===== src/rtl/ikaopm_dac_pkg.sv =====
`default_nettype none
// ============================================================================
//  Module   : ikaopm_dac_pkg
//  Brief    : Shared slot constants, word field layout and framing state
//             type for the OPM serial DAC receiver.
//  Revision : 1.0 - initial release
// ============================================================================
package ikaopm_dac_pkg;

    // Slot positions within one 16-slot half (R or L word)
    localparam int SLOT_S    = 9;    // sign bit (1 = positive)
    localparam int SLOT_E0   = 10;   // exponent bit 0
    localparam int SLOT_LAST = 12;   // last meaningful bit (e[2])
    localparam int SLOT_STRB = 13;   // slot on which the decoded word is presented
    localparam int HALF      = 16;   // slots per channel word
    localparam int FRAME     = 32;   // slots per stereo frame

    localparam int SLOT_W    = 5;    // slot counter width
    localparam logic [SLOT_W-1:0] SLOT_WRAP = 5'(FRAME - 1);

    // 13-bit captured word layout
    localparam int WORD_W = 13;
    localparam int M_LSB  = 0;
    localparam int M_W    = 9;
    localparam int S_POS  = SLOT_S;
    localparam int E_LSB  = SLOT_E0;
    localparam int E_W    = 3;

    // Framing state
    typedef enum logic [0:0] {
        IDLE   = 1'b0,
        LOCKED = 1'b1
    } dac_state_t;

    // Two's complement mantissa: the transmitted sign bit is inverted
    function automatic logic [9:0] word_v10(input logic [WORD_W-1:0] w);
        return {~w[S_POS], w[M_LSB +: M_W]};
    endfunction

    function automatic logic [E_W-1:0] word_exp(input logic [WORD_W-1:0] w);
        return w[E_LSB +: E_W];
    endfunction

endpackage
`default_nettype wire


===== src/rtl/ikaopm_dac_chdec.sv =====
`default_nettype none
// ============================================================================
//  Module   : ikaopm_dac_chdec
//  Brief    : Combinational OPM float to signed 16-bit PCM decode for one
//             channel. PCM = sext(v10) << (e-1); e=0 either behaves as e=1
//             or forces silence, chosen by E0_AS_E1.
//  Revision : 1.0 - initial release
// ============================================================================
module ikaopm_dac_chdec
    import ikaopm_dac_pkg::*;
#(
    parameter bit E0_AS_E1 = 1'b1
) (
    input  logic signed [9:0]     i_v10,
    input  logic        [E_W-1:0] i_exp,
    output logic signed [15:0]    o_pcm
);

    logic signed [15:0] w_ext;
    logic        [2:0]  w_shamt;

    // Sign-extend the mantissa and shift by (e-1); the largest magnitude,
    // -512 << 6, is exactly -32768, so no saturation is ever required.
    always_comb begin
        w_ext   = {{6{i_v10[9]}}, i_v10};
        w_shamt = (i_exp == 3'd0) ? 3'd0 : (i_exp - 3'd1);
        o_pcm   = w_ext <<< w_shamt;
        if ((i_exp == 3'd0) && !E0_AS_E1) begin
            o_pcm = 16'sd0;
        end
    end

endmodule
`default_nettype wire


===== src/rtl/ikaopm_dac_rx.sv =====
`default_nettype none
// ============================================================================
//  Module   : ikaopm_dac_rx
//  Brief    : Receiver for the OPM serial sound stream (SO pin). Locks to the
//             frame sync, deserialises the 32-slot R/L frame, decodes each
//             13-bit float word to signed PCM and strobes the outputs.
//  Revision : 1.0 - initial release
// ============================================================================
module ikaopm_dac_rx
    import ikaopm_dac_pkg::*;
#(
    parameter int SYNC_LOSS_LIMIT = 4,     // 1..15 missed syncs before unlock
    parameter bit E0_AS_E1        = 1'b1
) (
    input  logic               i_EMUCLK,
    input  logic               i_MRST,
    input  logic               i_phi1_NCEN_n,
    input  logic               i_SO,
    input  logic               i_FRAME_SYNC,
    output logic               o_LOCK,
    output logic               o_SYNC_ERR,
    output logic signed [15:0] o_EMU_R,
    output logic signed [15:0] o_EMU_L,
    output logic               o_EMU_R_SAMPLE,
    output logic               o_EMU_L_SAMPLE
);

    localparam logic [3:0] MISS_LIMIT = 4'(SYNC_LOSS_LIMIT);
    localparam logic [3:0] POS_LAST   = 4'(SLOT_LAST);
    localparam logic [3:0] POS_STRB   = 4'(SLOT_STRB);

    // Framing
    dac_state_t        r_state;
    dac_state_t        w_state_nxt;
    logic [SLOT_W-1:0] r_slot;        // slot of the most recently accepted bit
    logic [SLOT_W-1:0] w_slot_nxt;    // slot of the bit arriving this cycle
    logic [3:0]        r_miss;
    logic [3:0]        w_miss_nxt;
    logic              w_en;
    logic              w_capture;     // this cycle's bit belongs to a locked frame
    logic              w_sync_err;
    logic              w_drop;        // lock is being lost this cycle

    // Slot decomposition of the incoming bit
    logic              w_half;        // 0 = R word, 1 = L word
    logic [3:0]        w_pos;         // position inside the word

    // Capture registers and word validity
    logic [WORD_W-1:0] r_word_r;
    logic [WORD_W-1:0] r_word_l;
    logic              r_vld_r;       // R word capture started at slot 0 while locked
    logic              r_vld_l;

    // Output registers
    logic               r_lock;
    logic               r_sync_err;
    logic               r_strb_r;
    logic               r_strb_l;
    logic signed [15:0] r_emu_r;
    logic signed [15:0] r_emu_l;

    // Decoder interface
    logic signed [9:0]     w_v10_r;
    logic signed [9:0]     w_v10_l;
    logic        [E_W-1:0] w_exp_r;
    logic        [E_W-1:0] w_exp_l;
    logic signed [15:0]    w_pcm_r;
    logic signed [15:0]    w_pcm_l;

    assign w_en   = ~i_phi1_NCEN_n;
    assign w_half = w_slot_nxt[SLOT_W-1];
    assign w_pos  = w_slot_nxt[SLOT_W-2:0];

    // Framing state, slot counter and miss counter registers
    always_ff @(posedge i_EMUCLK) begin
        if (i_MRST) begin
            r_state <= IDLE;
            r_slot  <= '0;
            r_miss  <= '0;
            r_lock  <= 1'b0;
        end else begin
            r_state <= w_state_nxt;
            r_slot  <= w_slot_nxt;
            r_miss  <= w_miss_nxt;
            r_lock  <= (w_state_nxt == LOCKED);
        end
    end

    // Next framing state: acquire on sync, realign on early sync, count
    // frame boundaries that pass without a sync and give up at the limit.
    always_comb begin
        w_state_nxt = r_state;
        w_slot_nxt  = r_slot;
        w_miss_nxt  = r_miss;
        w_capture   = 1'b0;
        w_sync_err  = 1'b0;
        w_drop      = 1'b0;

        if (w_en) begin
            case (r_state)
                IDLE: begin
                    if (i_FRAME_SYNC) begin
                        w_state_nxt = LOCKED;
                        w_slot_nxt  = '0;
                        w_miss_nxt  = '0;
                        w_capture   = 1'b1;
                    end
                end

                LOCKED: begin
                    if (i_FRAME_SYNC) begin
                        w_slot_nxt = '0;
                        w_capture  = 1'b1;
                        if (r_slot == SLOT_WRAP) begin
                            w_miss_nxt = '0;
                        end else begin
                            w_sync_err = 1'b1;
                        end
                    end else begin
                        w_slot_nxt = r_slot + 5'd1;
                        w_capture  = 1'b1;
                        if (r_slot == SLOT_WRAP) begin
                            if ((r_miss + 4'd1) >= MISS_LIMIT) begin
                                w_state_nxt = IDLE;
                                w_slot_nxt  = '0;
                                w_miss_nxt  = '0;
                                w_capture   = 1'b0;
                                w_drop      = 1'b1;
                            end else begin
                                w_miss_nxt = r_miss + 4'd1;
                            end
                        end
                    end
                end

                default: begin
                    w_state_nxt = IDLE;
                    w_slot_nxt  = '0;
                    w_miss_nxt  = '0;
                end
            endcase
        end
    end

    // Bit capture into the word of the current half, word validity tracking,
    // and the output update + one-cycle strobe on the slot after e[2].
    always_ff @(posedge i_EMUCLK) begin
        if (i_MRST) begin
            r_word_r   <= '0;
            r_word_l   <= '0;
            r_vld_r    <= 1'b0;
            r_vld_l    <= 1'b0;
            r_sync_err <= 1'b0;
            r_strb_r   <= 1'b0;
            r_strb_l   <= 1'b0;
            r_emu_r    <= '0;
            r_emu_l    <= '0;
        end else begin
            r_sync_err <= w_sync_err;
            r_strb_r   <= 1'b0;
            r_strb_l   <= 1'b0;

            if (w_drop) begin
                r_vld_r <= 1'b0;
                r_vld_l <= 1'b0;
            end

            // An early sync abandons the half in progress; the R half restarts
            // below with the realigned slot 0, the L half must wait for slot 16.
            if (w_sync_err) begin
                r_vld_l <= 1'b0;
            end

            if (w_capture) begin
                if (w_pos <= POS_LAST) begin
                    if (w_half) begin
                        r_word_l[w_pos] <= i_SO;
                    end else begin
                        r_word_r[w_pos] <= i_SO;
                    end
                end

                if (w_pos == 4'd0) begin
                    if (w_half) begin
                        r_vld_l <= 1'b1;
                    end else begin
                        r_vld_r <= 1'b1;
                    end
                end

                // The word registers already hold bits 0..12 at this point
                if (w_pos == POS_STRB) begin
                    if (!w_half && r_vld_r) begin
                        r_emu_r  <= w_pcm_r;
                        r_strb_r <= 1'b1;
                    end
                    if (w_half && r_vld_l) begin
                        r_emu_l  <= w_pcm_l;
                        r_strb_l <= 1'b1;
                    end
                end
            end
        end
    end

    assign w_v10_r = word_v10(r_word_r);
    assign w_v10_l = word_v10(r_word_l);
    assign w_exp_r = word_exp(r_word_r);
    assign w_exp_l = word_exp(r_word_l);

    ikaopm_dac_chdec #(
        .E0_AS_E1 (E0_AS_E1)
    ) u_chdec_r (
        .i_v10 (w_v10_r),
        .i_exp (w_exp_r),
        .o_pcm (w_pcm_r)
    );

    ikaopm_dac_chdec #(
        .E0_AS_E1 (E0_AS_E1)
    ) u_chdec_l (
        .i_v10 (w_v10_l),
        .i_exp (w_exp_l),
        .o_pcm (w_pcm_l)
    );

    assign o_LOCK         = r_lock;
    assign o_SYNC_ERR     = r_sync_err;
    assign o_EMU_R        = r_emu_r;
    assign o_EMU_L        = r_emu_l;
    assign o_EMU_R_SAMPLE = r_strb_r;
    assign o_EMU_L_SAMPLE = r_strb_l;

endmodule
`default_nettype wire


===== config.mk =====
export PLATFORM = sky130hd
export DESIGN_NAME = ikaopm_dac_rx
export DESIGN_NICKNAME = d
export VERILOG_FILES = /design/src/rtl/ikaopm_dac_pkg.sv /design/src/rtl/ikaopm_dac_chdec.sv /design/src/rtl/ikaopm_dac_rx.sv
export SDC_FILE = /design/constraint.sdc
export NUM_CORES = 1
export LEC_CHECK = 0
export ABC_AREA = 1
export CORE_ASPECT_RATIO = 0.7
export CORE_UTILIZATION = 45
export CTS_BUF_LIST = sky130_fd_sc_hd__clkbuf_8
export CTS_CLUSTER_DIAMETER = 100
export DETAILED_ROUTE_END_ITERATION = 8
export PLACE_DENSITY = 0.66
export SETUP_SLACK_MARGIN = 0.5
export SLEW_MARGIN = 5
export SYNTH_ARGS = -nofsm -noshare
export SYNTH_HDL_FRONTEND = slang
export SYNTH_SLANG_ARGS = --single-unit

===== constraint.sdc =====
create_clock -name i_EMUCLK -period 6.15 [get_ports i_EMUCLK]
set_input_delay 0.9225 -clock i_EMUCLK [delete_from_list [all_inputs] [get_ports i_EMUCLK]]
set_output_delay 0.9225 -clock i_EMUCLK [all_outputs]
set_load 0.1 [all_outputs]

### Word-level counts from Yosys, hierarchy flattened

Cells that the tools add are included.

* bits in registers: 73
* input bits: 5
* output and inout bits: 36
* word-level logic and storage cells: 90

* add/sub/neg operators: 4
* magnitude comparators: 4
* equal/unequal tests: 4
* shift operators: 2
* multiplexer cells: 44
* bitwise logic cells: 7
* reduce and logical (&&, ||, !) cells: 13

Operator list (number)
* $sshl A10 B3 Y16: 2
* $bwmux W13: 2
* $mux W1: 26
* $mux W5: 5
* $mux W4: 5
* $reduce_and A3 Y1: 5
* $pmux W5 S2: 1
* $pmux W4 S2: 1
* $not A1 Y1: 7
* $logic_not A3 Y1: 2
* $mux W3: 2
* $sub A3 B1 Y3 const B: 2
* $add A5 B1 Y5 const B: 1
* $eq A5 B5 Y1 const B: 1
* $lt A4 B5 Y1 const B: 1
* $add A4 B1 Y4 const B: 1
* $demux W1 S4: 1
* $eq A4 B4 Y1 const B: 1
* $ge A4 B1 Y1 const B: 1
* $ge A4 B3 Y1 const B: 1
* $le A4 B4 Y1 const B: 1
* $logic_not A4 Y1: 1
* $logic_and A1 B1 Y1: 3
* $reduce_or A3 Y1: 1
* other kinds (4): 4

### Logic depth before layout (Yosys ltp)

Gate-level depths: netlist of run 1.

* depth in word-level cells: 12
* mapped depth: 17
* mapped depth without buffers: 16

### Hierarchy

From an unflattened synthesis of run 1, not the netlist that was laid out.

* cell total of the unflattened synthesis: 726
* area, all modules: 4370.4 um^2

By module, submodules not included
* ikaopm_dac_rx: times used 1, cells an instance 520, area each 3414.5 um^2, seq. area each 1461.4 um^2
* ikaopm_dac_chdec: times used 2, cells an instance 103, area each 478.0 um^2, seq. area each 0.0 um^2

### Least setup slack after synthesis of run 1

OpenSTA, ideal clock, no wires.

* kind: register to register
* start point: register, netlist name o_LOCK
* end point: register r_emu_l[10], in the netlist o_EMU_L[10]
* setup time: 132 ps
* arrival: 2350 ps
* required time: 6018 ps
* path slack: 3668 ps
* cell stages (with the launch flop): 13
* path buffers: 1
* clock period less this slack: 2482 ps
* cells stage by stage: dfxtp_1 > inv_2 > nor2_2 > nand2_1 > inv_2 > nand3_2 > nand2_2 > nand2_2 > nor2_8 > nand3_2 > buf_2 > nand2_1 > a21oi_1

RTL lines
* end signal: assignment: RTL line ikaopm_dac_rx.sv:198 `r_emu_l <= w_pcm_l;`
* end: declaration: RTL line ikaopm_dac_rx.sv:60 `logic signed [15:0] r_emu_l;`

### Final worst setup path of run 1

* start point: input i_FRAME_SYNC
* end point: register r_word_l[9]

* longest elaborated chain between the ends: 8
* elaborated cells between the ends (all ways): 16
* those cells by class: 3 x order compare; 11 x mux; 2 x reduce/logical

RTL lines
* start: declaration: RTL line ikaopm_dac_rx.sv:19 `input logic i_FRAME_SYNC,`
* $mux W5 (on tied branches): RTL line ikaopm_dac_rx.sv:111, ikaopm_dac_rx.sv:102
* $pmux W5 S2: RTL line ikaopm_dac_rx.sv:100 `case (r_state)`
* $mux W5: RTL line ikaopm_dac_rx.sv:99 `if (w_en) begin`
* $lt A4 B5 Y1 (not written as such) / $ge A4 B1 Y1 (equally long branches): RTL line ikaopm_dac_rx.sv:177 `r_word_l[w_pos] <= i_SO;`
* $logic_and A1 B1 Y1 (not written as such): RTL line ikaopm_dac_rx.sv:177
* $mux W1 (not written as such): RTL line ikaopm_dac_rx.sv:177
* $demux W1 S4: RTL line ikaopm_dac_rx.sv:177
* $bwmux W13: RTL line ikaopm_dac_rx.sv:177
* end signal: indexed assignment: RTL line ikaopm_dac_rx.sv:177
* end: declaration: RTL line ikaopm_dac_rx.sv:50 `logic [WORD_W-1:0] r_word_l;`

Parallel ways exist; a longest one is shown, timed or not.
A chain may end at the register's enable or synchronous reset.

==> run_results.csv, run 1 <==
group,metric,value,unit
layout,multi_input_area,2190,um2
power,p_int,0.678,mW
logic_synthesis,ys.flop_type,"dfxtp_1",
layout,area_growth,16.0,%
placement,portBuffers,40,
power,total_power,0.889,mW
worst_setup_path,cp-start-kind,"input pin",
grt,grt_max_degree,41,
run_status,status,"finished clean",
cts,insertion_delay,360,ps
sta,slew_headroom,33.9,%
layout,mostFrequentLayoutCells,"145 x nand2_1, 116 x nor2_1, 73 x dfxtp_1",
floorplanning,dieArea,9350,um2
floorplanning,fp-row-count,28,
logic_synthesis,synth_area,4030,um2
floorplanning,core,8580,um2
sta,setup_viol,0,
sta,fmax,324,MHz
grt,grt.total_usage,22.6,%
routing,drc,0,
sta,fin_crit,3090,ps
logic_synthesis,synth_top_area_share,36.2,%
logic_synthesis,yosysTopAreaCell,"dfxtp_1",
logic_synthesis,syn-num-nets,639,
sta,skew,9.40,ps
cts,numCtsBuffers,9,
worst_setup_path,cp.required,6410,ps
power,peakVddDrop,0.135,mV
routing,vias,4015,
grt,grt_antenna_before_repair,0,
worst_hold_path,hp-class,"reg -> reg",
grt,grt_pass1_vias,3458,
cts,clockRootBuffer,"clkbuf_8",
sta,maxSlewViolCount,0,
sta,hold_violations,0,
placement,place.gp.congestion,0.931,
layout,drive_gt1_share,7.07,%
cts,tritoncts,"done",
floorplanning,initial_core_util,47.0,%
layout,antenna_cells,0,
grt,gr-total-overflow,0,
grt,grt_pass1_wl,16400,um
cts,cts_resized,0,
cts,cts_hold_buf,0,
logic_synthesis,synth_warnings,0,
worst_setup_path,worstPathArrival,3340,ps
placement,dp.cells,769,
power,p_leak,1.89,nW
layout,final_nets,668,
logic_synthesis,synthTopCellsByArea,"dfxtp_1 36%, nand2_1 13%, nor2_1 11%, o21ai_0 6.2%, nand4_1 5.7%",
layout,fin_cells,785,
logic_synthesis,yosysUniqueCellTypes,35,
sta,fin_tns_setup,0,ps
layout,final_common_cell,"nand2_1",
power,power.density,190,nW/um2
sta,rsz0062_at_grt,"no",
cts,post_cts_buffers,0,
power,seq_power_share,53.6,%
cts,clock_path_buffers,2,
cts,cts_htree_levels,3,
worst_setup_path,worst-setup-path-type,"in -> reg",
logic_synthesis,syn_avg_cell_area,6.39,um2
power,swShare,23.7,%
routing,wl_per_cell,12.6,um
logic_synthesis,ys_async_sr_fraction,0,%
cts,clkSinkCount,73,
job,drv_cap,0,
worst_setup_path,crit_path_end_kind,"flop",
routing,wirelength,9910,um
layout,fillers,882,
floorplanning,chipHeight,81.2,um
cts,clk_pin_slew_worst_paths,70,ps
worst_setup_path,path_max_fanout,20,
power,p_comb_share,5.1,%
power,p_sw,0.210,mW
placement,dp_slack,2800,ps
routing,drt-initial-drc-count,303,
logic_synthesis,synth_seq_area_share,36.2,%
sta,finalCritPeriodShare,50.2,%
logic_synthesis,synth_edf_count,0,
logic_synthesis,syn-instance-count,631,
floorplanning,io_pins,41,
power,clock_power_share,41.3,%
placement,dp_hpwl,7450,um
routing,antenna_left,0,
sta,worst_pin_slew,988,ps
sta,finalWorstSetupSlack,3060,ps
sta,hold_slack,460,ps
floorplanning,fp.dieW,115,um
routing,vias_per_cell,5.11,
layout,seq_area,1460,um2
logic_synthesis,ys_seq_elements,73,
routing,firstDrtPassIters,4,
layer usage:
layer / vias to the layer above / global-route usage (%) / wire length [um]
met3: 11 / 6.64 / 660
met4: 0 / 7.53 / 123
met5: - / 0 / 0
met1: 1800 / 32.4 / 5190
li1: 2114 / - / -
met2: 90 / 31.9 / 3940
critical path, stage by stage:
cell	delay, ps
clkdlybuf4s50_1	450
nor2_2	160
nand2_1	110
o22ai_1	240
inv_2	90
nand3_2	120
nand3_1	570
nand2_2	440
nor2_1	100
nor2_1	90
nor2_1	50
power by group through the flow:
stage / Clock [mW] / Sequential, mW / Combinational, mW
2_1_floorplan: 0 / 0.491 / 0.0289
3_3_place_gp: 0 / 0.487 / 0.0446
3_5_place_dp: 0 / 0.487 / 0.0452
4_1_cts: 0.379 / 0.476 / 0.0453
5_1_grt: 0.400 / 0.476 / 0.0500
6_report: 0.367 / 0.476 / 0.0454
synth_stat cells (all sizes together) (3+ instances only):
cell type	number
clkbuf	14
o22ai	3
ha	3
nand3	31
o21ai	57
a21oi	43
nand2	153
nor2	121
o211ai	7
dfxtp	73
inv	69
buf	11
nand4	37
worst paths after layout:
| kind | startpoint | endpoint | slack (ps) | cells past startpoint |
|---|---|---|---|---|
| hold / removal | o_EMU_L[12] | o_EMU_L[12] | 460 | 2 |
| setup reg to reg | r_slot[0] | r_word_l[9] | 3380 | 14 |
| hold reg to reg | o_EMU_L[12] | o_EMU_L[12] | 460 | 2 |
| setup / recovery | i_FRAME_SYNC | r_word_l[9] | 3060 | 11 |
cell families after synthesis:
kind of cell / Yosys count / share of synthesized area [%]
compound gates: 110 / 14.6
flops: 73 / 36.2
mux: 2 / 0.496
buf+inv: 96 / 9.56
simple gates: 346 / 37.9
xor+xnor: 1 / 0.217
fa+ha+maj: 3 / 0.931
state kept, by name, indices dropped and copies added (netlist names):
name,flops
o_EMU_L,16
r_miss,4
o_EMU_L_SAMPLE,1
o_SYNC_ERR,1
r_vld_r,1
o_EMU_R_SAMPLE,1
o_EMU_R,16
r_vld_l,1
o_LOCK,1
r_slot,5
r_word_l,13
r_word_r,13
cell type report:
class	instances	share of cell area, %
clock buffers	10	2.94
clock inverters	6	1.10
multi-input cells	462	46.7
repair buffers	43	9.04
well taps	120	3.21
inverters	71	5.75
flip-flops and latches	73	31.2
per-stage QoR:
step	utilization (%)	instance area, um2
floorplan	-	4030
global placement	52.3	4490
detailed placement	52.3	4490
CTS	54.5	4680
global route	54.5	4680
finish	54.5	4680
(Power assumes the default switching activity.)
==> run 2, diff against run 1 <==
Clock period 6.15 ns to 3.1 ns, I/O delays scaled along.
==> run 2 against run 1 <==
  * Non-clock buffer count grew 3
  * Routed wire length grew 6.3%
  * Count of clock-buffer cells in the layout increased by 2
==> run_results.csv, run 2 (synthesis gave the netlist of run 1 again) <==
group,metric,value,unit
layout,antenna_cells,0,
power,p_sw,0.447,mW
power,peakVddDrop,0.251,mV
grt,gr-total-overflow,0,
floorplanning,chipHeight,81.2,um
sta,fmax,415,MHz
routing,wl_per_cell,13.4,um
routing,vias,4053,
power,p_int,1.57,mW
worst_setup_path,endpoint,"o_EMU_R[4]",
layout,final_cell_area,4730,um2
cts,insertion_delay,370,ps
power,swShare,22.2,%
worst_setup_path,r2r_end,"o_EMU_R[4]",
power,p_comb_share,4.7,%
sta,setup_viol,0,
worst_hold_path,hp-class,"reg -> reg",
worst_setup_path,path_max_fanout,20,
worst_setup_path,cp.required,3360,ps
cts,cts_hold_buf,0,
layout,mostFrequentLayoutCells,"145 x nand2_1, 116 x nor2_1, 73 x dfxtp_1",
cts,tritoncts,"done",
power,clock_power_share,48.4,%
worst_setup_path,reg2reg_depth,12,
grt,grt_pass1_vias,3529,
layout,drive_gt1_share,13.8,%
routing,vias_per_cell,5.14,
power,power.density,426,nW/um2
worst_setup_path,crit_start,"r_slot[0]",
sta,rsz0062_at_grt,"yes",
placement,place_area,4420,um2
floorplanning,dieArea,9350,um2
sta,fin_tns_setup,0,ps
layout,area_growth,17.2,%
cts,clockRootBuffer,"clkbuf_8",
sta,maxSlewViolCount,0,
placement,dp_hpwl,7680,um
grt,grt_pass1_wl,17500,um
cts,cts_htree_levels,3,
routing,drt-initial-drc-count,322,
run_status,status,"finished clean",
floorplanning,io_pins,41,
sta,hold_violations,0,
floorplanning,fp-row-count,28,
sta,fin_crit,2410,ps
cts,numCtsBuffers,9,
placement,portBuffers,40,
layout,final_common_cell,"nand2_1",
grt,grt.total_usage,24.3,%
power,p_leak,1.99,nW
floorplanning,fp.dieW,115,um
worst_setup_path,crit_path_end_kind,"flop",
cts,clock_path_buffers,2,
floorplanning,core,8580,um2
routing,wirelength,10500,um
layout,final_nets,672,
worst_hold_path,min_from,"o_EMU_L[12]",
sta,hold_slack,462,ps
worst_setup_path,r2r_slack,690,ps
power,seq_power_share,46.9,%
floorplanning,initial_core_util,47.0,%
sta,finalCritPeriodShare,77.7,%
grt,grt_antenna_before_repair,0,
sta,skew,7.05,ps
worst_setup_path,worstPathArrival,2670,ps
worst_setup_path,worst-setup-path-type,"reg -> reg",
sta,slew_headroom,35.7,%
routing,firstDrtPassIters,5,
cts,clkSinkCount,73,
cts,clk_pin_slew_worst_paths,80,ps
sta,worst_pin_slew,959,ps
worst_setup_path,r2r-start,"r_slot[0]",
routing,antenna_left,0,
worst_setup_path,cp-start-kind,"flop",
power,total_power,2.01,mW
placement,place.gp.congestion,0.943,
grt,grt_max_degree,34,
routing,drc,0,
job,drv_cap,0,
[run 2: area by class of cell]
class | instances | area (um2)
clock buffer | 12 | 165
clock inverter | 4 | 97.6
fill | 848 | 3860
inverter | 71 | 269
multi-input combinational | 463 | 2230
sequential | 73 | 1460
tap | 120 | 150
timing repair buffer | 46 | 355
[run 2: routing by layer]
metal	track usage [%]	share of wire (%)	vias up
met3	6.19	5.7	17
met5	0	0	-
met4	10.4	2.0	0
li1	-	-	2114
met1	35.2	53	1803
met2	33.7	40	119
[run 2: critical path, cell delays in order (launching register included)]
cell and delay [ps]:
dfxtp_1 350, ha_1 230, nand2_1 100, nor2_1 50, ha_1 240, nand2_4 120, nand3_2 100, nand2_2 100
nand2_2 130, nor2_8 320, nand3_4 250, o21ai_0 230, nor2_1 60
[run 2: how the worst min path moves through the flow]
stage	to	slack, ps	cells after the start
global route	o_EMU_L[6]	490	2
global placement	o_EMU_L[12]	450	2
CTS	o_EMU_L[6]	470	2
floorplan	r_vld_r	450	2
detailed placement	o_EMU_L[6]	450	2
finish	o_EMU_L[12]	460	2
[run 2: power by group through the flow]
stage | logic [mW] | clock network, mW | registers, mW
final | 0.0948 | 0.974 | 0.944
after global routing | 0.104 | 1.04 | 0.945
after CTS | 0.0917 | 0.995 | 0.944
after detailed placement | 0.0913 | 0 | 0.966
after global placement | 0.0905 | 0 | 0.966
after floorplan | 0.0573 | 0 | 0.973
[run 2: what timing repair did]
| action | 4_1_cts | 5_1_grt |
|---|---|---|
| hold endpoints to repair | 0 | 0 |
| resized for setup | 0 | 6 |
| setup buffers | 0 | 0 |
| setup endpoints to repair | 0 | 52 |
[run 2: metrics by stage]
stage	cells	util, %	setup WS (ps)
2_1_floorplan	631	-	618
3_3_place_gp	772	51.5	410
3_5_place_dp	772	51.5	365
4_1_cts	788	54.6	549
5_1_grt	789	55.1	462
6_report	789	55.1	692
==> run 3, diff against run 2 <==
Settings changed: PLACE_DENSITY 0.66 to 0.68.
Clock period 3.1 ns to 1.95 ns, I/O delays scaled along.
==> run 3 against run 2 <==
  * The run now ends with setup timing left
  * Flip-flop and latch count is the same
  * Combinational power grew 120%
  * Power grew 47%
  * Critical endpoint is now r_word_l[0]
  * Critical path type unchanged
  * Via count grew 9.7%
  * Die area is the same
==> run_results.csv, run 3 (synthesis gave the netlist of run 1 again) <==
group,metric,value,unit
routing,vias_per_cell,5.22,
worst_setup_path,r2r-start,"r_slot[1]",
sta,rsz0062_at_grt,"yes",
grt,met3_usage,5.75,%
worst_setup_path,critPathBufInv,3,
worst_setup_path,reg2reg_depth,15,
cts,clkSinkCount,73,
run_status,status,"finished with violations",
routing,firstDrtPassIters,5,
sta,fmax,502,MHz
placement,place.gp.congestion,1.00,
cts,cts_hold_buf,0,
worst_setup_path,crit_start,"r_slot[1]",
placement,dp.cells,824,
layout,mostFrequentLayoutCells,"122 x nand2_1, 90 x nor2_1, 86 x buf_4",
worst_hold_path,min_from,"o_EMU_L[14]",
layout,multi_input_area,2750,um2
cts,clock_path_buffers,2,
layout,fin_cells,852,
worst_hold_path,holdPathStages,2,
cts,numCtsBuffers,9,
floorplanning,chipHeight,81.2,um
floorplanning,fp-row-count,28,
sta,worst_pin_slew,381,ps
sta,slew_headroom,74.6,%
worst_setup_path,r2r_slack,-40,ps
grt,use_met2,38.3,%
worst_setup_path,r2r_end,"r_word_l[0]",
sta,fin_crit,1990,ps
layout,area_growth,45.3,%
layout,final_util,68.3,%
grt,met1_usage,39.9,%
worst_setup_path,crit_path_max_incr_delay,360,ps
worst_setup_path,path_max_fanout,5,
sta,finalWorstSetupSlack,-43.1,ps
power,peakVddDrop,0.384,mV
cts,insertion_delay,370,ps
grt,gr-total-overflow,0,
routing,vias,4448,
sta,maxSlewViolCount,0,
worst_hold_path,hp-class,"reg -> reg",
floorplanning,io_pins,41,
worst_setup_path,worstPathArrival,2260,ps
sta,setup_viol,18,
layout,drive_gt1_share,34.3,%
grt,grt_busiest_layer,"met1",
power,power.density,504,nW/um2
worst_setup_path,slowest_stage,"dfxtp_2",
layout,fillers,718,
sta,skew,11.5,ps
floorplanning,initial_core_util,47.0,%
placement,portBuffers,40,
power,p_leak,2.41,nW
grt,grt_pass1_wl,19200,um
routing,wirelength,12100,um
routing,drt-initial-drc-count,253,
grt,grt_antenna_before_repair,0,
cts,cts_htree_levels,3,
grt,grt.total_usage,26.8,%
cts,tritoncts,"done",
cts,clk_pin_slew_worst_paths,80,ps
sta,hold_violations,0,
worst_setup_path,critPathMostFrequentCell,"nand2_4",
layout,final_nets,735,
worst_setup_path,cp-start-kind,"flop",
worst_setup_path,crit_path_end_kind,"flop",
cts,clockRootBuffer,"clkbuf_8",
grt,grt_pass1_vias,3916,
layout,seq_area,1470,um2
floorplanning,fp.dieW,115,um
job,drv_cap,0,
worst_setup_path,critPathTopFamily,"simple AND/OR/NAND/NOR gates",
floorplanning,dieArea,9350,um2
worst_hold_path,hold_end,"o_EMU_L[14]",
grt,grt_max_degree,45,
worst_setup_path,worst-setup-path-type,"reg -> reg",
worst_setup_path,cp.required,2220,ps
floorplanning,core,8580,um2
sta,finalCritPeriodShare,102,%
placement,dp_hpwl,8460,um
routing,antenna_left,0,
layout,final_common_cell,"nand2_1",
layout,antenna_cells,0,
run_status,violations,"setup timing",
routing,drc,0,
routing,wl_per_cell,14.1,um
worst_setup_path,crit_chain,"ha_4 -> nand2_4 -> nor2_4 -> ha_4 -> nand2_4 -> nand2_2 -> nand2_2 -> nand2_4 -> buf_4 -> buf_12 -> nand3_4 -> inv_8 -> nand3_4 -> nor2_2 -> nor2_1",
[run 3: changes by cell type in the layout (fill, tap and decap cells not counted), sizes merged]
cell	change
bufinv	-2
clkinv	+2
buf	+61
clkinvlp	+2
[run 3: per-layer routing]
metal	vias to the layer above	wire, um	part of all wire, %
li1	2263	-	-
met1	2045	6160	51
met2	121	5060	42
met3	19	683	5.7
met4	0	148	1.2
met5	-	0	0
[run 3: cell type report]
cell class / instances / area share (%)
clock buffer: 10 / 2.35
clock inverter: 6 / 1.13
inverter: 71 / 4.85
multi-input combinational: 463 / 46.9
sequential: 73 / 25.1
tap: 120 / 2.56
timing repair buffer: 109 / 17.2
[run 3: how the worst max path moves through the flow]
stage	endpoint	slack [ps]	cells past startpoint
after floorplan	o_EMU_R[12]	60	12
after global placement	r_word_r[9]	-320	12
after detailed placement	o_EMU_R[13]	-310	12
after CTS	o_EMU_L[0]	-6	15
after global routing	o_EMU_R[3]	-160	17
final	r_word_l[0]	-40	15
[run 3: stage by stage]
step / total power [mW] / worst slack, ps / hold slack, ps / TNS (ps) / cell area, um2
floorplan: 1.65 / 56.8 / 427 / 0 / 4160
global route: 3.07 / -160 / 486 / -5830 / 5860
finish: 2.95 / -43.1 / 464 / -238 / 5860
global placement: 1.72 / -321 / 450 / -12690 / 5010
detailed placement: 1.72 / -305 / 456 / -15040 / 5010
CTS: 2.97 / -5.52 / 467 / -5.52 / 5710
[run 3: worst min-delay path: cells and delay by family (launching register included)]
kind | cells | cell delay [ps]
AND/OR/NAND/NOR | 1 | 60
flip-flops | 1 | 310
AO/OA/AOI/OAI | 1 | 50
[run 3: report_power, final]
part | internal [mW] | switching (mW) | leakage (nW)
clock network | 0.627 | 0.614 | 0.0949
logic | 0.0715 | 0.141 | 1.72
registers | 1.50 | 0.00558 | 0.591
[run 3: repair_timing]
item                       CTS  global route
setup endpoints to repair   70            69
buffers inserted             7             2
gates resized for setup    108            26
cloned                       1             2
pin swaps                   47            32
